==> src/rtl/multiplicador_shift_add_7bits.sv <==
// rtl/multiplicador_shift_add_7bits.sv - sequential unsigned shift-and-add multiplier, one multiplier bit per clock
// Optional feature macro: MULT_EARLY_EXIT_EN (finish as soon as the remaining multiplier bits are all zero)
module multiplicador_shift_add_7bits #(
  parameter int W = 7
) (
  input  logic             clk,
  input  logic             rst,
  input  logic             start,
  input  logic [W-1:0]     multiplicando,
  input  logic [W-1:0]     multiplicador,
  output logic [2*W-1:0]   producto,
  output logic             busy,
  output logic             done
);

  localparam int            CW     = $clog2(W + 1);
  localparam logic [CW-1:0] C_LAST = CW'(W - 1);
  localparam logic [CW-1:0] C_ONE  = CW'(1);

  typedef enum logic [1:0] {
    IDLE = 2'd0,
    STEP = 2'd1,
    FIN  = 2'd2
  } state_t;

  state_t            r_state;
  state_t            w_next;
  logic [W:0]        r_a;
  logic [W-1:0]      r_q;
  logic [W-1:0]      r_m;
  logic [CW-1:0]     r_count;
  logic [2*W-1:0]    r_producto;
  logic              r_done;
  logic [W:0]        w_sum;

`ifdef MULT_EARLY_EXIT_EN
  // r_r tracks the multiplier bits not yet consumed; zero means nothing left to add
  logic [W-1:0]      r_r;
  logic              w_r_zero;
  logic [CW-1:0]     w_shamt;
  logic [2*W-1:0]    w_aligned;

  assign w_r_zero  = (r_r == '0);
  assign w_shamt   = CW'(W) - r_count;
  // A[W] is always zero after a shift, so the low 2W bits hold the whole partial product
  assign w_aligned = {r_a[W-1:0], r_q} >> w_shamt;
`endif

  // W+1 bit accumulator absorbs the carry, so the add cannot overflow
  assign w_sum    = r_q[0] ? (r_a + {1'b0, r_m}) : r_a;
  assign busy     = (r_state != IDLE);
  assign done     = r_done;
  assign producto = r_producto;

  // state register
  always_ff @(posedge clk) begin
    if (rst) r_state <= IDLE;
    else     r_state <= w_next;
  end

  // next-state decode
  always_comb begin
    w_next = r_state;
    case (r_state)
      IDLE: if (start) w_next = STEP;
      STEP: begin
`ifdef MULT_EARLY_EXIT_EN
        if (w_r_zero)              w_next = FIN;
        else if (r_count == C_LAST) w_next = FIN;
`else
        if (r_count == C_LAST) w_next = FIN;
`endif
      end
      FIN:     w_next = IDLE;
      default: w_next = IDLE;
    endcase
  end

  // datapath: operand capture, shift-add iteration, result register and done pulse
  always_ff @(posedge clk) begin
    if (rst) begin
      r_a        <= '0;
      r_q        <= '0;
      r_m        <= '0;
      r_count    <= '0;
      r_producto <= '0;
      r_done     <= 1'b0;
`ifdef MULT_EARLY_EXIT_EN
      r_r        <= '0;
`endif
    end else begin
      r_done <= 1'b0;
      case (r_state)
        IDLE: begin
          if (start) begin
            r_a     <= '0;
            r_q     <= multiplicador;
            r_m     <= multiplicando;
            r_count <= '0;
`ifdef MULT_EARLY_EXIT_EN
            r_r     <= multiplicador;
`endif
          end
        end
        STEP: begin
`ifdef MULT_EARLY_EXIT_EN
          if (!w_r_zero) begin
            {r_a, r_q} <= {w_sum, r_q} >> 1;
            r_count    <= r_count + C_ONE;
            r_r        <= r_r >> 1;
          end
`else
          {r_a, r_q} <= {w_sum, r_q} >> 1;
          r_count    <= r_count + C_ONE;
`endif
        end
        FIN: begin
`ifdef MULT_EARLY_EXIT_EN
          r_producto <= w_aligned;
`else
          r_producto <= {r_a[W-1:0], r_q};
`endif
          r_done     <= 1'b1;
        end
        default: ;
      endcase
    end
  end

endmodule

==> config.mk <==
export PLATFORM = sky130hd
export DESIGN_NAME = multiplicador_shift_add_7bits
export DESIGN_NICKNAME = d
export VERILOG_FILES = /design/src/rtl/multiplicador_shift_add_7bits.sv
export SDC_FILE = /design/constraint.sdc
export NUM_CORES = 1
export LEC_CHECK = 0
export ABC_AREA = 1
export CORE_MARGIN = 3
export CORE_UTILIZATION = 52
export DETAILED_ROUTE_END_ITERATION = 12
export GPL_TIMING_DRIVEN = 0
export PLACE_DENSITY_LB_ADDON = 0.15
export SKIP_CTS_REPAIR_TIMING = 1
export SYNTH_ARGS = -nofsm -noshare
export SYNTH_HDL_FRONTEND = slang
export SYNTH_SLANG_ARGS = --single-unit
==> constraint.sdc <==
create_clock -name clk -period 2 [get_ports clk]
set_input_delay 0.4 -clock clk [delete_from_list [all_inputs] [get_ports clk]]
set_output_delay 0.4 -clock clk [all_outputs]
set_load 0.01 [all_outputs]
# After elaboration in Yosys (flattened, before gate mapping)
# Index checks and enable logic that the tools add are counted.
[word_totals] out_inout_bits=16 register_bits=42
[op_classes] mux=11 reduce_logical=6 n_addsub=2 eq_ne=5
[op_table] cell="two-way mux 8 bit" n=2
[op_table] cell="one-hot mux 8 bit (2 select lines)" n=1
[op_table] cell="one-hot mux 7 bit (2 select lines)" n=1
[op_table] cell="adder 8 x 7 -> 8 bit" n=1
[op_table] cell="two-way mux 7 bit" n=1
[op_table] cell="one-hot mux 3 bit (2 select lines)" n=1
[op_table] cell="AND reduction 2 bit" n=3
[op_table] cell="two-way mux 2 bit" n=2
[op_table] cell="inequality test 2 bit, second input constant" n=2
[op_table] cell="one-hot mux 2 bit (2 select lines)" n=1
[op_table] cell="nonzero test 2 bit" n=2
[op_table] cell="adder 3 x 1 -> 3 bit, second input constant" n=1
[op_table] cell="== test 3 bit, second input constant" n=1
[op_table] cell="two-way mux 3 bit" n=1
[op_table] cell="== test 2 x 1 -> 1 bit, second input constant" n=1
[op_table] cell="== test 2 bit, second input constant" n=1
[op_table] cell="zero test 2 bit" n=1
[op_table] cell="two-way mux 1 bit" n=1

# Logic depth before layout (Yosys ltp)
[depth] depth_word=3 ltp_mapped=10

# Worst setup path after synthesis
# No wires, ideal clock.
[synth_timing] path_type="register to register" start="register r_a[0]" end="register r_a[3]" setup_slack_ps=464 path_stages_with_launch=10 path_buffers=0 required_ps=1868 arrival_ps=1403 setup_time_ps=132 path_cell_list="dfxtp_1 -> ha_1 -> inv_1 -> fa_1 -> inv_1 -> nand3_1 -> nand3_1 -> nand3_1 -> o211ai_1 -> a21oi_1"
[synth_via] elab_chain_cells=3
[synth_lines] element="start, declared" line="28" source="logic [W:0] r_a;"
[synth_lines] element="start signal, assigned" line="113" source="{r_a, r_q} <= {w_sum, r_q} >> 1;"
[synth_lines] element="adder 8 x 7 -> 8 bit" line="50" source="assign w_sum = r_q[0] ? (r_a + {1'b0, r_m}) : r_a;"
[synth_lines] element="two-way mux 8 bit" line="50"
[synth_lines] element="one-hot mux 8 bit (2 select lines)" line="93" source="case (r_state)"
# No other way between the ends.
# A chain may end at the register's enable or synchronous reset.

# Worst setup path after layout
# Ends and elaborated chain as after synthesis.

==> out/metrics.cfg <==
[power_and_ir_drop]
power.switching_mw=0.437
power_switching_share_pct=25.6
pwr-share-seq_pct=51.7
power_report.internal_total_mw=1.27
leakagePower_nw=1.04
peakVddDrop_mv=0.475
power.clock.fraction_pct=33.7
power_density_mw_per_mm2=709
share_comb_of_total_power_pct=14.6

[logic_synthesis]
ys.warnings.count=0
post_synth_num_cell_types=23
synthesis.instances=264
synth_area_per_cell_um2=7.29
post_syn_nets=291
synth_sequential_area_ratio_pct=42.6
postSynthRegisterBits=41
post_synth_instance_area_mm2=0.00193

[grt]
grt_max_degree=13
vias_in_the_first_global_route=1648
grt_remaining_overflow=0
grt_pass1_wl_um=7530
globalRouteMet3Util_pct=4.05
grt_busiest_layer=met2
grt_use_met2_pct=35.9
combined_global_route_utilization_of_all_metal_layers_pct=22.1
antenna_violations_before_repair=0
globalRouteMet1Util_pct=29.4

[flow_run]
number_of_max_cap_violations=0

[cells_and_area]
fillers=299
diodes=0
post_route_cells_drive_above_1_share_pct=8.22
commonest_non_fill_non_tap_cells_in_the_layout=nor2_1 (45), nand2_1 (43), dfxtp_1 (41), clkdlybuf4s50_1 (32), o21ai_0 (30)
finalNonFillerCells=350
relative_area_change_from_synthesis_to_final_layout_pct=24.9
most_frequent_standard_cell_in_the_layout_excluding_fill_and_tap_cells=nor2_1
finalNetCount=330

[detailed_routing]
number_of_antenna_violating_nets_in_the_routed_design=0
detailedRoute.firstPassIterationCount=4
routed_via_density=5.18
drc_violations=0
totalWireLength_um=4460
route.vias.total=1814
post_drt_wl_per_cell_um=12.7
detail_route.iter0.violations=108

[timing]
worst_slew_margin_rel_pct=69.6
final.setup.tns_ps=0
final_critical_path_setup_slack_ps=217
rsz_0062_raised_after_global_routing=false
final-hold-violation-count=0
max_freq_ghz=0.561
timing.final.crit_share_pct=89.2
tightestPinTransition_ps=456
finalCriticalPeriod_ps=1780
maxSlewViolCount=0
skew_ps=3.68
setup_viol_count_final=0

[setup_path]
crit_type=reg -> reg
cp_data_required_time_ps=2150
end_kind=register
worst_ep_arrival_time_ps=1940
crit_path_start_kind=register
cp_max_fo=4

[floorplan]
floorplan.initialDensity_pct=55.9
die_y_um=66.9
die-area_mm2=0.00447
fp.dieW_um=66.9
core_mm2=0.00344
ios=33
num_rows=21

[clock_tree]
clock_tree_from_tritoncts=done
htreeDepth=2
cts.sinks=41
numCtsBuffers=5
clk_pin_slew_ps=70
worst_skew_pair.late_latency_ps=280
cts_max_path_buffers=2
cts_root_buf=clkbuf_8

[placement]
placement.io_buffers=32
place_hpwl_um=3290
detailedPlace.worstSlack_ps=240
gp_congestion=0.934
place_inst=342

[outcome]
outcome=completed

[min_path]
min_path_type=reg -> reg

## layer usage
metal / part of all wire [%] / vias to the layer above
li1: - / 946
met5: 0 / -
met4: 1.0 / 0
met2: 47 / 34
met3: 4.5 / 4
met1: 47 / 830
## cells in the mapped netlist
| cell | instances | area, um^2 |
|---|---|---|
| buf_6 | 1 | 11.3 |
| o21a_1 | 1 | 7.51 |
| buf_2 | 6 | 30.0 |
| nand3_1 | 13 | 65.1 |
| nand2_2 | 2 | 12.5 |
| inv_1 | 21 | 78.8 |
| nand2_1 | 43 | 161 |
| nor4_1 | 1 | 6.26 |
| nand4_1 | 2 | 12.5 |
| nor2_8 | 1 | 20.0 |
| a31oi_1 | 6 | 37.5 |
| fa_1 | 1 | 20.0 |
| a21oi_1 | 22 | 110 |
| ha_1 | 9 | 113 |
| o21ai_1 | 4 | 20.0 |
| dfxtp_1 | 41 | 821 |
| inv_2 | 2 | 7.51 |
| nor2_2 | 2 | 12.5 |
| nor2_1 | 45 | 169 |
| o21ai_0 | 30 | 150 |
| o211ai_1 | 3 | 22.5 |
| inv_4 | 3 | 18.8 |
| clkbuf_1 | 5 | 18.8 |
## final timing paths
kind                            start                  endpoint  slack [ps]  cells after the start
setup / recovery  r_a[0]$_SDFFE_PP0P_       r_a[3]$_SDFFE_PP0P_         220                      9
hold / removal    r_q[6]$_SDFFE_PP0P_  producto[6]$_SDFFE_PP0P_         480                      2
setup reg to reg  r_a[0]$_SDFFE_PP0P_       r_a[3]$_SDFFE_PP0P_         220                      9
hold reg to reg   r_q[6]$_SDFFE_PP0P_  producto[6]$_SDFFE_PP0P_         480                      2
## worst max-delay path: stages, from the launching register on
cell      delay (ps)
dfxtp_1          400
ha_1             210
inv_1             60
fa_1             380
inv_1            110
nand3_1           90
nand3_1          100
nand3_1          110
o211ai_1         110
a21oi_1           80
## layout make-up
type | instances | area (um^2) | area share (%)
multi-input combinational | 185 | 940 | 39.1
sequential | 41 | 821 | 34.1
timing repair buffer | 32 | 320 | 13.3
inverter | 26 | 105 | 4.37
clock buffer | 7 | 96.3 | 4.01
buffer | 12 | 60.1 | 2.50
tap | 46 | 57.6 | 2.39
clock inverter | 1 | 5.00 | 0.208
## power by group through the flow
stage          Clock (mW)  Combinational [mW]  Sequential (mW)
2_1_floorplan           0               0.170            0.891
3_3_place_gp            0               0.244            0.899
3_5_place_dp            0               0.247            0.899
4_1_cts             0.590               0.249            0.880
5_1_grt             0.634               0.280            0.886
6_report            0.574               0.250            0.881
## cells by family after synthesis
kind of cell | after synthesis | synth area share [%]
compound gates | 66 | 18.1
buf+inv | 38 | 8.58
flops | 41 | 42.6
simple gates | 109 | 23.8
fa+ha+maj | 10 | 6.89
## registers in the layout, indices dropped and copies added, names as in the netlist
register and flops:
r_a 7, r_state 2, producto 14, done 1
r_m 7, r_q 7, r_count 3
## through the flow
| step | hold WS (ps) | util (%) | total power [mW] | area [um^2] |
|---|---|---|---|---|
| after detailed placement | 465 | 66.9 | 1.15 | 2300 |
| after global placement | 466 | 66.9 | 1.14 | 2300 |
| after CTS | 475 | 69.9 | 1.72 | 2400 |
| after global routing | 507 | 69.9 | 1.80 | 2400 |
| final | 483 | 69.9 | 1.71 | 2400 |
| after floorplan | 437 | - | 1.06 | 1930 |
(Power assumes the default switching activity.)
